[src/rtl/udp_pkg.sv]
// udp_pkg: shared constants and beat layout for the UDP -> RapidIO width packer.
// Default geometry is 32-bit input words, two words per output beat.
package udp_pkg;

  localparam int DEF_IN_WIDTH  = 32;
  localparam int DEF_RATIO     = 2;
  localparam int DEF_LEN_WIDTH = 16;
  localparam int DEF_CNT_WIDTH = 16;

  localparam int OUT_WIDTH = DEF_IN_WIDTH * DEF_RATIO;
  localparam int KEEP_W    = OUT_WIDTH / 8;
  localparam int SLOT_W    = $clog2(DEF_RATIO);

  // Field order matches the flat vector carried through the output stage.
  typedef struct packed {
    logic [OUT_WIDTH-1:0]     data;
    logic [KEEP_W-1:0]        keep;
    logic                     first;
    logic                     last;
    logic [DEF_LEN_WIDTH-1:0] length;
  } beat_t;

  // Bit count of one flattened beat for an arbitrary geometry.
  function automatic int beat_bits(input int in_width, input int ratio, input int len_width);
    return in_width * ratio + (in_width * ratio) / 8 + 2 + len_width;
  endfunction

endpackage

[src/rtl/udp_skid_reg.sv]
// udp_skid_reg: single registered valid/ready stage. Accepts a new beat
// whenever it is empty or its current beat is being taken this cycle.
module udp_skid_reg #(
  parameter int WIDTH = 8
) (
  input  logic             i_clk,
  input  logic             i_rst_n,
  input  logic             i_valid,
  input  logic [WIDTH-1:0] i_data,
  output logic             o_ready,
  output logic             o_valid,
  output logic [WIDTH-1:0] o_data,
  input  logic             i_ready
);

  logic             r_valid;
  logic [WIDTH-1:0] r_data;

  assign o_ready = !r_valid || i_ready;
  assign o_valid = r_valid;
  assign o_data  = r_data;

  // Load on a free slot, otherwise hold the beat until downstream takes it.
  always_ff @(posedge i_clk) begin
    if (!i_rst_n) begin
      r_valid <= 1'b0;
      r_data  <= '0;
    end else if (o_ready) begin
      r_valid <= i_valid;
      if (i_valid) r_data <= i_data;
    end
  end

endmodule

[src/rtl/udp_stream_packer.sv]
// udp_stream_packer: N:1 width up-converter, UDP receive words into RapidIO
// beats. First word of a beat lands in the most significant lane; partial
// beats are left-aligned. A new first word arriving mid-beat discards the
// partial beat and counts an error.
// Optional: define UDP_PACKER_LEN_CHECK_EN to compare the summed byte enables
// against the captured length and flag mismatches on rapid_len_err_out.
module udp_stream_packer
  import udp_pkg::*;
#(
  parameter int IN_WIDTH  = DEF_IN_WIDTH,
  parameter int RATIO     = DEF_RATIO,
  parameter int LEN_WIDTH = DEF_LEN_WIDTH,
  parameter int CNT_WIDTH = DEF_CNT_WIDTH
) (
  input  logic                        clk_udp,
  input  logic                        reset_udp_n,
  input  logic [IN_WIDTH-1:0]         udp_data_in,
  input  logic                        udp_valid_in,
  input  logic                        udp_first_in,
  input  logic                        udp_last_in,
  input  logic [IN_WIDTH/8-1:0]       udp_keep_in,
  input  logic [LEN_WIDTH-1:0]        udp_length_in,
  output logic                        udp_ready_out,
  output logic [IN_WIDTH*RATIO-1:0]   rapid_data_out,
  output logic [IN_WIDTH*RATIO/8-1:0] rapid_keep_out,
  output logic                        rapid_valid_out,
  output logic                        rapid_first_out,
  output logic                        rapid_last_out,
  output logic [LEN_WIDTH-1:0]        rapid_length_out,
  input  logic                        rapid_ready_in,
`ifdef UDP_PACKER_LEN_CHECK_EN
  output logic                        rapid_len_err_out,
`endif
  output logic [CNT_WIDTH-1:0]        pkt_cnt_out,
  output logic [CNT_WIDTH-1:0]        err_cnt_out
);

  localparam int L_OUT_W     = IN_WIDTH * RATIO;
  localparam int L_KEEP_W    = L_OUT_W / 8;
  localparam int L_IN_KEEP_W = IN_WIDTH / 8;
  localparam int L_SLOT_W    = $clog2(RATIO);
`ifdef UDP_PACKER_LEN_CHECK_EN
  localparam int L_BEAT_W    = beat_bits(IN_WIDTH, RATIO, LEN_WIDTH) + 1;
`else
  localparam int L_BEAT_W    = beat_bits(IN_WIDTH, RATIO, LEN_WIDTH);
`endif
  localparam logic [L_SLOT_W-1:0]  SLOT_MAX = L_SLOT_W'(RATIO - 1);
  localparam logic [CNT_WIDTH-1:0] CNT_MAX  = '1;

  logic [L_SLOT_W-1:0]  r_slot;
  logic [L_OUT_W-1:0]   r_acc_data;
  logic [L_KEEP_W-1:0]  r_acc_keep;
  logic                 r_acc_first;
  logic [LEN_WIDTH-1:0] r_len;
  logic [CNT_WIDTH-1:0] r_pkt_cnt;
  logic [CNT_WIDTH-1:0] r_err_cnt;

  logic                 w_accept;
  logic                 w_err;
  logic                 w_emit;
  logic [L_SLOT_W-1:0]  w_slot_eff;
  logic [L_OUT_W-1:0]   w_data_next;
  logic [L_KEEP_W-1:0]  w_keep_next;
  logic                 w_first_next;
  logic [LEN_WIDTH-1:0] w_len_cur;
  logic [1:0]           w_err_inc;
  logic [L_BEAT_W-1:0]  w_beat;
  logic [L_BEAT_W-1:0]  w_beat_out;

  assign w_accept     = udp_valid_in && udp_ready_out;
  assign w_err        = w_accept && udp_first_in && (r_slot != '0);
  assign w_slot_eff   = w_err ? '0 : r_slot;
  assign w_emit       = w_accept && ((w_slot_eff == SLOT_MAX) || udp_last_in);
  assign w_first_next = (!w_err && r_acc_first) || udp_first_in;
  assign w_len_cur    = (w_accept && udp_first_in) ? udp_length_in : r_len;

  // Merge the incoming word into its lane on top of the (possibly discarded) accumulation.
  always_comb begin
    w_data_next = w_err ? '0 : r_acc_data;
    w_keep_next = w_err ? '0 : r_acc_keep;
    for (int l = 0; l < RATIO; l++) begin
      if (l == RATIO - 1 - int'(w_slot_eff)) begin
        w_data_next[l*IN_WIDTH +: IN_WIDTH]       = udp_data_in;
        w_keep_next[l*L_IN_KEEP_W +: L_IN_KEEP_W] = udp_keep_in;
      end
    end
  end

`ifdef UDP_PACKER_LEN_CHECK_EN
  logic [LEN_WIDTH-1:0] r_byte_cnt;
  logic [LEN_WIDTH-1:0] w_byte_sum;
  logic                 w_len_err;

  // Running byte total of the packet including the current word.
  always_comb begin
    w_byte_sum = udp_first_in ? '0 : r_byte_cnt;
    for (int i = 0; i < L_IN_KEEP_W; i++) begin
      w_byte_sum = w_byte_sum + LEN_WIDTH'(udp_keep_in[i]);
    end
    w_len_err = w_accept && udp_last_in && (w_byte_sum != w_len_cur);
  end

  // Byte accumulator restarts from each first word.
  always_ff @(posedge clk_udp) begin
    if (!reset_udp_n) r_byte_cnt <= '0;
    else if (w_accept) r_byte_cnt <= w_byte_sum;
  end

  assign w_err_inc = {1'b0, w_err} + {1'b0, w_len_err};
  assign w_beat    = {w_data_next, w_keep_next, w_first_next, udp_last_in, w_len_cur, w_len_err};
  assign {rapid_data_out, rapid_keep_out, rapid_first_out, rapid_last_out,
          rapid_length_out, rapid_len_err_out} = w_beat_out;
`else
  assign w_err_inc = {1'b0, w_err};
  assign w_beat    = {w_data_next, w_keep_next, w_first_next, udp_last_in, w_len_cur};
  assign {rapid_data_out, rapid_keep_out, rapid_first_out, rapid_last_out,
          rapid_length_out} = w_beat_out;
`endif

  // Accumulate words; clear the accumulator whenever a beat leaves for the output stage.
  always_ff @(posedge clk_udp) begin
    if (!reset_udp_n) begin
      r_slot      <= '0;
      r_acc_data  <= '0;
      r_acc_keep  <= '0;
      r_acc_first <= 1'b0;
      r_len       <= '0;
    end else if (w_accept) begin
      if (udp_first_in) r_len <= udp_length_in;
      if (w_emit) begin
        r_slot      <= '0;
        r_acc_data  <= '0;
        r_acc_keep  <= '0;
        r_acc_first <= 1'b0;
      end else begin
        r_slot      <= w_slot_eff + L_SLOT_W'(1);
        r_acc_data  <= w_data_next;
        r_acc_keep  <= w_keep_next;
        r_acc_first <= w_first_next;
      end
    end
  end

  // Packet counter wraps; error counter saturates.
  always_ff @(posedge clk_udp) begin
    if (!reset_udp_n) begin
      r_pkt_cnt <= '0;
      r_err_cnt <= '0;
    end else begin
      if (rapid_valid_out && rapid_ready_in && rapid_last_out) r_pkt_cnt <= r_pkt_cnt + 1'b1;
      if (w_err_inc != 2'd0) begin
        if (r_err_cnt > CNT_MAX - CNT_WIDTH'(w_err_inc)) r_err_cnt <= CNT_MAX;
        else r_err_cnt <= r_err_cnt + CNT_WIDTH'(w_err_inc);
      end
    end
  end

  assign pkt_cnt_out = r_pkt_cnt;
  assign err_cnt_out = r_err_cnt;

  udp_skid_reg #(
    .WIDTH(L_BEAT_W)
  ) u_skid (
    .i_clk  (clk_udp),
    .i_rst_n(reset_udp_n),
    .i_valid(w_emit),
    .i_data (w_beat),
    .o_ready(udp_ready_out),
    .o_valid(rapid_valid_out),
    .o_data (w_beat_out),
    .i_ready(rapid_ready_in)
  );

endmodule
[config.mk]
export PLATFORM = sky130hd
export DESIGN_NAME = udp_stream_packer
export DESIGN_NICKNAME = d
export VERILOG_FILES = /design/src/rtl/udp_pkg.sv /design/src/rtl/udp_skid_reg.sv /design/src/rtl/udp_stream_packer.sv
export SDC_FILE = /design/constraint.sdc
export NUM_CORES = 1
export LEC_CHECK = 0
export ABC_AREA = 1
export CORE_MARGIN = 2
export CORE_UTILIZATION = 56
export CTS_CLUSTER_DIAMETER = 150
export DETAILED_ROUTE_END_ITERATION = 7
export GPL_TIMING_DRIVEN = 0
export MAX_ROUTING_LAYER = met4
export PLACE_DENSITY = 0.9
export SYNTH_ARGS = -nofsm -noshare
export SYNTH_HDL_FRONTEND = slang
export SYNTH_SLANG_ARGS = --single-unit
[constraint.sdc]
create_clock -name clk_udp -period 5 [get_ports clk_udp]
set_input_delay 0.5 -clock clk_udp [delete_from_list [all_inputs] [get_ports clk_udp]]
set_output_delay 0.5 -clock clk_udp [all_outputs]
set_load 0.02 [all_outputs]
# == After elaboration in Yosys (flattened, before gate mapping) ==
# Cells that the tools add are included.
# totals
ff_bits,213
latchBits,0
mem_bits_rw,0
rom_bits,0
input_bits,58
out_inout_bits,124
wordCells,44
n_memories,0
# op_classes
addsub,5
n_mul,0
n_div,0
n_lt_le_gt_ge,1
eq_ne,1
shifts,0
muxes,13
bitwise,0
reduce_logical,15
# ops
operator,n
two-way mux 64 bit,2
two-way mux 32 bit,2
logical NOT 32 bit,1
two-way mux 16 bit,2
adder 16 x 1 -> 16 bit,1
adder 16 x 1 -> 16 bit (second input constant),1
greater-than comparator 16 bit,1
two-way mux 8 bit,2
two-way mux 4 bit,2
logical AND 1 bit,7
AND reduction 2 bit,2
logical OR 1 bit,3
two-way mux 1 bit,3
subtractor 1 x 2 -> 3 bit (first input constant),1
== test 2 bit (first input constant),1
logical NOT 1 bit,2
subtractor 1 x 1 -> 2 bit (first input constant),1
adder 1 bit (second input constant),1

# == Logic depth before layout (Yosys ltp) ==
# logic_depth
depth_word,10
depth_mapped,15
depth_no_buf,15

# == Modules after synthesis ==
# A second synthesis with hierarchy kept.
# hier_totals
hier_cells,1481
hier_area_um2,10806.6
# by_module_without_submodules
module,n_inst,cells_per_inst,area_each_um2,seq_area_each_um2
udp_stream_packer,1,886,6142.1,2442.3
udp_skid_reg,1,595,4664.5,1821.7

# == Least setup slack after synthesis ==
# Ideal clock, no wire load.
# synth_path
path_kind,input to register
start,input port rapid_ready_in
end,register r_err_cnt[12] (netlist: err_cnt_out[12])
setup_time_ps,110
arrival_time_ps,2104
required_ps,4890
path_slack_ps,2786
stages,15
n_path_buf,0
path_cell_list,inv_1 -> nand2_4 -> nand3_4 -> nor2_1 -> ha_1 -> ha_1 -> inv_1 -> nor2_1 -> inv_1 -> nor2_2 -> nand2_1 -> nand2_1 -> nand3_1 -> nand2_1 -> inv_1
# synth_via
elab_chain_len,7
word_cells_on_any_way,8
cone_classes,add/sub: 2; order compare: 1; mux: 1; reduce/logical: 4
# synth_rtl
element,line,text
"start, declared",udp_stream_packer.sv:30,"input logic rapid_ready_in,"
logical OR 1 bit *,udp_skid_reg.sv:19,assign o_ready = !r_valid || i_ready;
net udp_ready_out,udp_stream_packer.sv:23,"output logic udp_ready_out,"
logical AND 1 bit *,udp_stream_packer.sv:70,assign w_accept = udp_valid_in && udp_ready_out;
logical AND 1 bit * (2 in a row),udp_stream_packer.sv:71,assign w_err = w_accept && udp_first_in && (r_slot != '0);
net w_err,udp_stream_packer.sv:59,logic w_err;
subtractor 1 x 2 -> 3 bit,udp_stream_packer.sv:152,if (r_err_cnt > CNT_MAX - CNT_WIDTH'(w_err_inc)) r_err_cnt <= CNT_MAX;
greater-than comparator 16 bit,udp_stream_packer.sv:152,
two-way mux 16 bit,udp_stream_packer.sv:152,
"end signal, assigned",udp_stream_packer.sv:153,else r_err_cnt <= r_err_cnt + CNT_WIDTH'(w_err_inc);
"end, declared",udp_stream_packer.sv:56,logic [CNT_WIDTH-1:0] r_err_cnt;
# Mark *: on every way through the listed nets, which the timed path passes. The rest lies on a longest branch.
# A chain may end at the register's enable or synchronous reset.

# == Worst setup path in the final report ==
# layout_path
start,input port udp_valid_in
end,register r_err_cnt[8] (netlist: err_cnt_out[8])
# layout_via
elab_chain_len,6
word_cells_on_any_way,7
cone_classes,add/sub: 2; order compare: 1; mux: 1; reduce/logical: 3
# layout_rtl
element,line,text
"start, declared",udp_stream_packer.sv:18,"input logic udp_valid_in,"
logical AND 1 bit *,udp_stream_packer.sv:70,
logical AND 1 bit * (2 in a row),udp_stream_packer.sv:71,
net w_err,udp_stream_packer.sv:59,
subtractor 1 x 2 -> 3 bit,udp_stream_packer.sv:152,
greater-than comparator 16 bit,udp_stream_packer.sv:152,
two-way mux 16 bit,udp_stream_packer.sv:152,
# Marks and branches as above.

==> impl_metrics.py <==
metrics = {
    "layout": {
        "areaGrowthSynthToFinish_pct": 31.2,
        "layout_commonest_cell": "nand2_1",
        "fin_nets": 1582,
        "final_layout_size_suffix_gt1_share_pct": 5.99,
        "diodes": 0,
        "fin_area_sq_um": 11900,
        "final_cell_mix": "nand2_1 (464), dfxtp_1 (213), clkdlybuf4s50_1 (181)",
        "final_cells": 1752,
    },
    "critical_path": {
        "cp.arrival_ns": 2.97,
        "r2r_cells": 14,
        "path_max_fanout": 7,
        "cp_slowest_cell": "clkdlybuf4s50_1",
        "worstSetupEndpointType": "register",
        "worstPathRequired_ns": 5.40,
        "crit_chain": "clkdlybuf4s50_1 > nand3_4 > nor2_1 > ha_1 > ha_1 > inv_1 > nor2_1 > inv_1 > nor2_2 > nand2_1 > nand2_1 > nand3_1 > nand2_1 > inv_1",
        "max_stage_delay_ns": 0.61,
        "critPathLaunchType": "primary input",
        "critPathKind": "primary input to register",
        "worst-r2r-setup-slack_ns": 2.47,
    },
    "timing": {
        "fin_crit_sh_pct": 51.3,
        "slew_viol_final": 0,
        "slew_headroom_pct": 48.8,
        "max_freq_ghz": 0.390,
        "rsz0062_at_grt": "false",
        "worstMarginPinSlew_ns": 0.768,
        "setup_viol": 0,
        "skew_ns": 0.0122,
        "timing.final.ws_setup_ns": 2.43,
        "setup_tns_ns": 0,
        "finalCriticalPeriod_ns": 2.57,
        "hold_viol_final": 0,
    },
    "cts": {
        "hold_buffers": 0,
        "cts_resized": 0,
        "cts_tree": "done",
        "clock_latency_ns": 0.51,
        "h-tree-depth": 1,
        "clock_path_buffers": 3,
        "cts_buffers": 22,
        "postCtsSetupBuffers": 0,
        "clkTransAtPathRegs_ns": 0.06,
        "clock_sinks": 213,
        "root_buffer": "clkbuf_16",
    },
    "route": {
        "drc": 0,
        "vias_per_cell": 5.37,
        "first_pass_iters": 7,
        "routed_wl_microns": 26500,
        "wl_per_cell_microns": 15.1,
        "vias": 9410,
        "drtIter0Drc": 646,
        "antenna_left": 0,
    },
    "floorplan": {
        "die_h_microns": 131,
        "rows": 46,
        "die_w_microns": 131,
        "dieArea_sq_um": 17200,
        "start_util_pct": 57.3,
        "io_pins": 182,
        "core_sq_um": 15800,
    },
    "grt": {
        "grt_pass1_vias": 8902,
        "grt_usage_pct": 30.3,
        "grt_pass1_wl_microns": 42400,
        "antenna_found_initial": 0,
        "overflow": 0,
        "grt_max_degree": 15,
    },
    "synth": {
        "synth_seq_cells": 213,
        "ys_types": 29,
        "ys_seq_area_share_pct": 47.0,
        "ys_warn_count": 0,
        "syn-num-nets": 1377,
        "synthCells": 1315,
        "synthesis.area_sq_um": 9070,
        "syn_area_per_cell_sq_um": 6.89,
    },
    "pwr": {
        "power.leakage_nw": 4.92,
        "ir_drop_uv": 244,
        "power_mw": 4.12,
        "cellPowerDensity_nw_per_um2": 346,
    },
    "min_path": {
        "min_path_cells": 2,
        "hp-class": "register to register",
    },
    "place": {
        "place.port_buffers": 181,
        "dp.final_hpwl_microns": 18800,
        "post-place-ws_ns": 1.95,
        "place_inst": 1712,
        "postPlaceCellArea_sq_um": 11100,
        "finalWeightedCongestion": 0.903,
    },
    "job": {
        "drv_cap": 0,
    },
    "status": {
        "status": "finished, final reports clean",
    },
}
==> report_power, final <==
part	total [mW]	internal, mW	switching, mW
combinational	0.609	0.243	0.366
clock	1.69	1.00	0.682
sequential	1.82	1.78	0.0450
==> Yosys cell counts <==
master	number	area, sq um
nand2_2	3	18.8
inv_1	83	312
a41oi_1	1	8.76
xor2_1	6	52.6
nor2_1	129	484
o21bai_1	1	7.51
buf_6	1	11.3
ha_1	4	50.1
o21ai_0	34	170
nand2_1	464	1740
a31oi_1	2	12.5
dfxtp_1	213	4260
clkbuf_1	33	124
nand2_4	1	11.3
buf_1	7	26.3
o21a_1	17	128
nand4_1	3	18.8
inv_2	2	7.51
buf_4	9	67.6
nand3_1	101	505
nand4_4	1	21.3
nor2_2	4	25.0
nand3_4	1	17.5
nand3b_1	1	7.51
nor3_1	3	15.0
buf_2	32	160
or2_2	2	12.5
o21ai_1	11	55.1
a21oi_1	146	731
==> area by class of cell <==
class	instances	area, sq um
sequential	213	4260
multi-input combinational	935	4090
fill	1209	3940
timing repair buffer	181	1810
clock buffer	31	646
buffer	82	389
inverter	85	319
tap	216	270
clock inverter	9	97.6
==> final timing paths <==
check | end | startpoint
max | err_cnt_out[8] | udp_valid_in
min | r_acc_first | r_acc_first
max reg2reg | err_cnt_out[8] | r_slot
min reg2reg | r_acc_first | r_acc_first
==> worst max-delay path: cells and delay by family <==
kind	cells	cell delay, ns
AND/OR/NAND/NOR	8	1.29
buffers and inverters	4	0.78
adder cells (fa/ha/maj)	2	0.39
==> stage by stage <==
stage / utilization (%) / hold slack, ns
final: 75.1 / 0.442
after global routing: 75.1 / 0.465
after CTS: 75.1 / 0.443
after detailed placement: 70.4 / 0.433
after global placement: 70.4 / 0.434
after floorplan: - / 0.421
==> flip-flops by register name (all words and copies together) (netlist names) <==
name / count
r_acc_keep: 8
r_len: 16
r_acc_first: 1
r_slot: 1
err_cnt_out: 16
r_acc_data: 64
pkt_cnt_out: 16
u_skid.o_data: 90
u_skid.o_valid: 1
==> routing by layer <==
metal / routed length, microns / GRT usage [%]
met1: 10500 / 35.8
met4: 819 / 12.7
met3: 2190 / 4.59
met5: 0 / -
met2: 12900 / 51.8
==> cell families after synthesis <==
| family | synth area share (%) |
|---|---|
| AO/OA/AOI/OAI | 12.3 |
| XOR/XNOR | 0.580 |
| adder cells (fa/ha/maj) | 0.552 |
| buffers and inverters | 7.81 |
| flip-flops | 47.0 |
| AND/OR/NAND/NOR | 31.8 |
No activity file was read; power rests on OpenSTA's default activity.
